`src/rtl/mc_ctrl_pkg.sv`:
```
// Shared encodings for the SCPU multi-cycle control unit: state codes, ALU ops,
// instruction fields, datapath select values and the DECODE dispatch function.
package mc_ctrl_pkg;

    localparam logic [3:0] S_FETCH    = 4'd0;
    localparam logic [3:0] S_DECODE   = 4'd1;
    localparam logic [3:0] S_MEM_ADDR = 4'd2;
    localparam logic [3:0] S_MEM_RD   = 4'd3;
    localparam logic [3:0] S_MEM_WB   = 4'd4;
    localparam logic [3:0] S_MEM_WR   = 4'd5;
    localparam logic [3:0] S_R_EXEC   = 4'd6;
    localparam logic [3:0] S_R_WB     = 4'd7;
    localparam logic [3:0] S_I_EXEC   = 4'd8;
    localparam logic [3:0] S_I_WB     = 4'd9;
    localparam logic [3:0] S_BRANCH   = 4'd10;
    localparam logic [3:0] S_JUMP     = 4'd11;
    localparam logic [3:0] S_JAL      = 4'd12;
    localparam logic [3:0] S_JR       = 4'd13;
    localparam logic [3:0] S_HALT     = 4'd14;

    localparam logic [2:0] ALU_ADD = 3'd0;
    localparam logic [2:0] ALU_SUB = 3'd1;
    localparam logic [2:0] ALU_XOR = 3'd2;
    localparam logic [2:0] ALU_SLT = 3'd3;

    localparam logic [5:0] OP_RTYPE = 6'h00;
    localparam logic [5:0] OP_J     = 6'h02;
    localparam logic [5:0] OP_JAL   = 6'h03;
    localparam logic [5:0] OP_BEQ   = 6'h04;
    localparam logic [5:0] OP_BNE   = 6'h05;
    localparam logic [5:0] OP_ADDI  = 6'h08;
    localparam logic [5:0] OP_XORI  = 6'h0E;
    localparam logic [5:0] OP_LW    = 6'h23;
    localparam logic [5:0] OP_SW    = 6'h2B;

    localparam logic [5:0] F_ADD     = 6'h20;
    localparam logic [5:0] F_SUB     = 6'h22;
    localparam logic [5:0] F_SLT     = 6'h2A;
    localparam logic [5:0] F_JR      = 6'h08;
    localparam logic [5:0] F_SYSCALL = 6'h0C;

    localparam logic       MEM_PC     = 1'b0;
    localparam logic       MEM_ALUOUT = 1'b1;
    localparam logic       SRCA_PC    = 1'b0;
    localparam logic       SRCA_REG   = 1'b1;
    localparam logic [1:0] DST_RT     = 2'd0;
    localparam logic [1:0] DST_RD     = 2'd1;
    localparam logic [1:0] DST_R31    = 2'd2;
    localparam logic [1:0] WB_ALUOUT  = 2'd0;
    localparam logic [1:0] WB_MDR     = 2'd1;
    localparam logic [1:0] WB_PC      = 2'd2;
    localparam logic [1:0] SRCB_REG   = 2'd0;
    localparam logic [1:0] SRCB_FOUR  = 2'd1;
    localparam logic [1:0] SRCB_IMM   = 2'd2;
    localparam logic [1:0] SRCB_IMMSH = 2'd3;
    localparam logic [1:0] PC_ALU     = 2'd0;
    localparam logic [1:0] PC_ALUOUT  = 2'd1;
    localparam logic [1:0] PC_JUMP    = 2'd2;
    localparam logic [1:0] PC_REG     = 2'd3;

    // Successor of DECODE; anything not recognised ends in HALT.
    function automatic logic [3:0] decode_next(input logic [5:0] op, input logic [5:0] fn);
        logic [3:0] nxt;
        nxt = S_HALT;
        case (op)
            OP_LW, OP_SW:     nxt = S_MEM_ADDR;
            OP_ADDI, OP_XORI: nxt = S_I_EXEC;
            OP_BEQ, OP_BNE:   nxt = S_BRANCH;
            OP_J:             nxt = S_JUMP;
            OP_JAL:           nxt = S_JAL;
            OP_RTYPE: begin
                case (fn)
                    F_ADD, F_SUB, F_SLT: nxt = S_R_EXEC;
                    F_JR:                nxt = S_JR;
                    F_SYSCALL:           nxt = S_HALT;
                    default:             nxt = S_HALT;
                endcase
            end
            default:          nxt = S_HALT;
        endcase
        return nxt;
    endfunction

endpackage

```
`src/rtl/mc_ctrl_decode.sv`:
```
// Output decode for the control FSM: Moore outputs from the state, plus the
// run-gated FETCH enables and the zero-dependent branch PC write.
module mc_ctrl_decode
    import mc_ctrl_pkg::*;
(
    input  logic       active,
    input  logic       run,
    input  logic [3:0] state_q,
    input  logic [5:0] opcode,
    input  logic [5:0] funct,
    input  logic       zero,
    output logic       pc_we,
    output logic       ir_we,
    output logic       mem_we,
    output logic       mem_addr_sel,
    output logic       reg_we,
    output logic [1:0] reg_dst_sel,
    output logic [1:0] wb_sel,
    output logic       alu_src_a,
    output logic [1:0] alu_src_b,
    output logic [2:0] alu_op,
    output logic [1:0] pc_src,
    output logic       halted
);

    always_comb begin
        pc_we        = 1'b0;
        ir_we        = 1'b0;
        mem_we       = 1'b0;
        mem_addr_sel = MEM_PC;
        reg_we       = 1'b0;
        reg_dst_sel  = DST_RT;
        wb_sel       = WB_ALUOUT;
        alu_src_a    = SRCA_PC;
        alu_src_b    = SRCB_REG;
        alu_op       = ALU_ADD;
        pc_src       = PC_ALU;
        halted       = 1'b0;
        // active is low while reset is held, so nothing is enabled during reset.
        if (active) begin
            case (state_q)
                S_FETCH: if (run) begin
                    ir_we     = 1'b1;
                    pc_we     = 1'b1;
                    alu_src_b = SRCB_FOUR;
                end
                S_DECODE:   alu_src_b = SRCB_IMMSH;
                S_MEM_ADDR: begin
                    alu_src_a = SRCA_REG;
                    alu_src_b = SRCB_IMM;
                end
                S_MEM_RD:   mem_addr_sel = MEM_ALUOUT;
                S_MEM_WB: begin
                    reg_we = 1'b1;
                    wb_sel = WB_MDR;
                end
                S_MEM_WR: begin
                    mem_addr_sel = MEM_ALUOUT;
                    mem_we       = 1'b1;
                end
                S_R_EXEC: begin
                    alu_src_a = SRCA_REG;
                    alu_op    = (funct == F_SUB) ? ALU_SUB :
                                (funct == F_SLT) ? ALU_SLT : ALU_ADD;
                end
                S_R_WB: begin
                    reg_we      = 1'b1;
                    reg_dst_sel = DST_RD;
                end
                S_I_EXEC: begin
                    alu_src_a = SRCA_REG;
                    alu_src_b = SRCB_IMM;
                    alu_op    = (opcode == OP_XORI) ? ALU_XOR : ALU_ADD;
                end
                S_I_WB:     reg_we = 1'b1;
                S_BRANCH: begin
                    alu_src_a = SRCA_REG;
                    alu_op    = ALU_SUB;
                    pc_src    = PC_ALUOUT;
                    pc_we     = (opcode == OP_BNE) ? ~zero : zero;
                end
                S_JUMP: begin
                    pc_src = PC_JUMP;
                    pc_we  = 1'b1;
                end
                S_JAL: begin
                    pc_src      = PC_JUMP;
                    pc_we       = 1'b1;
                    reg_we      = 1'b1;
                    reg_dst_sel = DST_R31;
                    wb_sel      = WB_PC;
                end
                S_JR: begin
                    pc_src = PC_REG;
                    pc_we  = 1'b1;
                end
                S_HALT:     halted = 1'b1;
                default:    halted = 1'b0;
            endcase
        end
    end

endmodule

```
`src/rtl/mc_control_fsm.sv`:
```
// SCPU multi-cycle control unit: state register and next-state logic; outputs
// come from mc_ctrl_decode. run only gates the exit from FETCH.
module mc_control_fsm
    import mc_ctrl_pkg::*;
#(
    parameter int STATE_W = 4
) (
    input  logic               clk,
    input  logic               reset,
    input  logic               run,
    input  logic [5:0]         opcode,
    input  logic [5:0]         funct,
    input  logic               zero,
    output logic               pc_we,
    output logic               ir_we,
    output logic               mem_we,
    output logic               mem_addr_sel,
    output logic               reg_we,
    output logic [1:0]         reg_dst_sel,
    output logic [1:0]         wb_sel,
    output logic               alu_src_a,
    output logic [1:0]         alu_src_b,
    output logic [2:0]         alu_op,
    output logic [1:0]         pc_src,
    output logic               halted,
    output logic [STATE_W-1:0] state
);

    logic [3:0] state_q;
    logic [3:0] state_d;

    always_comb begin
        state_d = state_q;
        case (state_q)
            S_FETCH:    if (run) state_d = S_DECODE;
            S_DECODE:   state_d = decode_next(opcode, funct);
            S_MEM_ADDR: state_d = (opcode == OP_LW) ? S_MEM_RD : S_MEM_WR;
            S_MEM_RD:   state_d = S_MEM_WB;
            S_R_EXEC:   state_d = S_R_WB;
            S_I_EXEC:   state_d = S_I_WB;
            S_MEM_WB, S_MEM_WR, S_R_WB, S_I_WB,
            S_BRANCH, S_JUMP, S_JAL, S_JR:
                        state_d = S_FETCH;
            S_HALT:     state_d = S_HALT;
            default:    state_d = S_HALT;
        endcase
    end

    always_ff @(posedge clk or negedge reset) begin
        if (!reset) begin
            state_q <= S_FETCH;
        end else begin
            state_q <= state_d;
        end
    end

    assign state = STATE_W'(state_q);

    mc_ctrl_decode u_decode (
        .active       (reset),
        .run          (run),
        .state_q      (state_q),
        .opcode       (opcode),
        .funct        (funct),
        .zero         (zero),
        .pc_we        (pc_we),
        .ir_we        (ir_we),
        .mem_we       (mem_we),
        .mem_addr_sel (mem_addr_sel),
        .reg_we       (reg_we),
        .reg_dst_sel  (reg_dst_sel),
        .wb_sel       (wb_sel),
        .alu_src_a    (alu_src_a),
        .alu_src_b    (alu_src_b),
        .alu_op       (alu_op),
        .pc_src       (pc_src),
        .halted       (halted)
    );

endmodule
```
`config.mk`:
```
export PLATFORM = sky130hd
export DESIGN_NAME = mc_control_fsm
export DESIGN_NICKNAME = d
export VERILOG_FILES = /design/src/rtl/mc_ctrl_pkg.sv /design/src/rtl/mc_ctrl_decode.sv /design/src/rtl/mc_control_fsm.sv
export SDC_FILE = /design/constraint.sdc
export NUM_CORES = 1
export LEC_CHECK = 0
export BUFFER_PORTS_ARGS = -buffer_cell sky130_fd_sc_hd__buf_2
export CAP_MARGIN = 20
export CELL_PAD_IN_SITES_DETAIL_PLACEMENT = 0
export CELL_PAD_IN_SITES_GLOBAL_PLACEMENT = 2
export CORE_MARGIN = 2
export CORE_UTILIZATION = 23
export CTS_CLUSTER_DIAMETER = 100
export DETAILED_ROUTE_END_ITERATION = 7
export GPL_ROUTABILITY_DRIVEN = 0
export PLACE_DENSITY = 0.87
export SYNTH_ARGS = -nofsm -noshare
export SYNTH_HDL_FRONTEND = slang
export SYNTH_SLANG_ARGS = --single-unit
```
`constraint.sdc`:
```
create_clock -name clk -period 2.1 [get_ports clk]
set_input_delay 0.21 -clock clk [delete_from_list [all_inputs] [get_ports clk]]
set_output_delay 0.21 -clock clk [all_outputs]
set_load 0.05 [all_outputs]
```
==> run_results.csv <==
group,metric,value,unit
status,status,"complete, no violations",
clock_network,clkSinkCount,4,
finish,diodes,0,
placement,post_dp_cell_area,0.00106,mm2
routing,post_drt_via_cell_ratio,4.89,
clock_network,cts_htree_levels,1,
power,p_sw_frac,0.609,
worst_hold_path,hold_start,"opcode[4]",
worst_setup_path,r2r_start,"state[3]",
timing,finClkSkew,0.00842,ns
global_routing,grt_max_degree,17,
finish,seq_area,103,um2
routing,drtPass1Iterations,4,
placement,hpwl,1940,um
global_routing,grt-ovfl-total,0,
routing,ant_nets,0,
worst_setup_path,cp_max_fo,10,
power,power_density,1270,mW/mm2
timing,finalCriticalPeriod,2.04,ns
timing,setup_tns,0,ns
worst_setup_path,cp-end-kind,"primary output",
synthesis,yosys_warnings,0,
finish,area_growth,38.5,%
finish,nFillCells,381,
finish,final_area,0.00111,mm2
power,p_leak,0.490,nW
die,die_h,63.0,um
routing,num_vias,963,
die,dieArea,0.00396,mm2
clock_network,cts_tree,"built",
worst_setup_path,reg2regPathDepth,4,
power,p_seq_frac,0.134,
power,combPwrFrac,0.791,
worst_setup_path,r2r_end,"state[1]",
clock_network,insertion_delay,0.24,ns
worst_setup_path,crit_type,"flop to primary output",
timing,setup_viol,0,
timing,slew_violations,0,
routing,routed-wl-met2,1130,um
power,ir_drop,279,uV
routing,route.detailed.drc,0,
worst_hold_path,hold_path.class,"input pin to flop",
die,io-pin-count,38,
clock_network,postCtsSetupBuffers,0,
die,start_util,0.240,
routing,met3_wirelength,167,um
power,pwr-share-clk,0.075,
worst_setup_path,rrSetupSlack,0.49,ns
synthesis,synth_cell_types,44,
finish,multi_input_area,662,um2
global_routing,grt_pass1_wl,4120,um
die,num_rows,21,
timing,fin_crit_sh,0.974,
synthesis,synth_nets,131,
timing,clock.fmax,0.489,GHz
worst_hold_path,whs_path_depth,3,
synthesis,synth_area_leader_cell,"dfrtp_1",
global_routing,grt_usage,0.129,
synthesis,synth.area.top_cells,"dfrtp_1, a21oi_1, nor2_1, nand2_1, nor3_1",
routing,highest_layer,"met4",
placement,place_ws,0.234,ns
clock_network,clk_pin_slew,0.04,ns
die,die_x,63.0,um
worst_setup_path,critPathLaunch,"state[2]",
global_routing,grt_pass1_vias,871,
job,maxCapViolCount,0,
synthesis,ys_ff_latch,4,
synthesis,synthArstFlopShare,1.00,
synthesis,netlist_instances,115,
timing,layout_setup_ws,0.0552,ns
routing,wl_met1,1180,um
worst_setup_path,critPathLaunchType,"flop",
worst_setup_path,arrival,1.83,ns
worst_setup_path,required,1.89,ns
power,power,1.40,mW
synthesis,syn_area_per_cell,6.95,um2
finish,fin_nets,168,
routing,drt_iter0_markers,89,
timing,finalHoldViolCount,0,
synthesis,ys_seq_area_frac,0.125,
finish,drive_gt1_frac,0.404,
routing,wl_per_cell,12.7,um
synthesis,synthFlopType,"dfrtp_1",
synthesis,synth_edf_count,0,
synthesis,yosysTopAreaCellShare,0.125,
routing,finalWirelength,2500,um
global_routing,antenna_found_initial,0,
clock_network,cts_made_buffers,3,
clock_network,cts_buffer_depth,2,
clock_network,clock-root-buffer,"clkbuf_4",
finish,largest_reg_flops,4,
power,power.switching,0.854,mW
placement,portBuffers,36,
worst_hold_path,holdPathEnd,"state[1]",
die,core_area,0.00334,mm2
power,p_int,0.548,mW
synthesis,netlist_area,800,um2
finish,fin_util,0.332,
[cells in the final DEF (no fill, tap or decap), types with 4 or more instances in the layout]
cell type	Yosys	layout
buf_2	2	34
nand2_1	11	11
nor3_1	7	4
clkbuf_4	0	4
buf_4	4	8
nor2_1	12	11
nor2b_1	4	4
o21ai_0	6	6
a21oi_1	9	8
[cell type report]
class,count,share of cell area
Inverter,3,0.0102
Clock buffer,4,0.0237
Timing Repair Buffer,44,0.224
Tap cell,46,0.0520
Multi-Input combinational cell,96,0.598
Sequential cell,4,0.0927
[logic make-up after synthesis]
kind of cell	after synthesis	share of synthesized area
multiplexers	2	0.0250
XOR/XNOR	5	0.0548
flip-flops	4	0.125
buffers and inverters	15	0.124
AO/OA/AOI/OAI	31	0.266
other	1	0.00469
AND/OR/NAND/NOR	57	0.401
[power groups by stage]
stage / Clock, mW / Combinational [mW] / Sequential [mW]
floorplan: 0 / 0.810 / 0.261
global placement: 0 / 1.10 / 0.182
detailed placement: 0 / 1.10 / 0.188
CTS: 0.108 / 1.11 / 0.185
global route: 0.112 / 1.21 / 0.196
finish: 0.106 / 1.11 / 0.187
[timing repair]
action | in CTS | in global routing
resized for setup | 1 | 2
hold buffers | 1 | 0
hold endpoints to repair | 4 | 0
setup endpoints to repair | 1 | 2
[metrics by stage]
| stage | instances | hold slack (ns) |
|---|---|---|
| after floorplan | 115 | -0.0856 |
| after global placement | 192 | 0.0957 |
| after detailed placement | 192 | 0.102 |
| after CTS | 197 | 0.351 |
| after global routing | 197 | 0.387 |
| final | 197 | 0.354 |
[how the worst max path moves through the flow]
| stage | end | cells after the start |
|---|---|---|
| finish | pc_we | 5 |
| global placement | pc_we | 5 |
| global route | alu_op[1] | 6 |
| CTS | pc_we | 5 |
| floorplan | mem_addr_sel | 4 |
| detailed placement | pc_we | 5 |
[synth_stat cells, types with 2 or more instances]
library cell  count
nand4b_1          2
nand3_1           3
nor4b_1           3
o221ai_1          2
nor3_1            7
o211ai_1          2
mux2i_1           2
or2_2             2
and3_1            2
o21a_1            2
buf_4             4
or3_1             2
xor2_1            2
buf_2             2
xnor2_1           3
clkbuf_1          3
inv_1             3
nor2b_1           4
a21oi_1           9
nand2_1          11
dfrtp_1           4
o21ai_0           6
o2111a_1          2
buf_6             2
nor2_1           12
[worst max-delay path: stages, from the launching register on]
cell      delay (ns)
dfrtp_2         0.45
or3b_2          0.49
o21ai_0         0.16
o211ai_1        0.14
a21oi_4         0.14
buf_4           0.21
[metal layers]
metal | GRT usage | vias to the layer above
met1 | 0.174 | 434
met2 | 0.201 | 34
li1 | - | 490
met5 | 0 | -
met3 | 0.0324 | 5
met4 | 0.0417 | 0
Note: power is estimated with default switching activity, not from simulation.
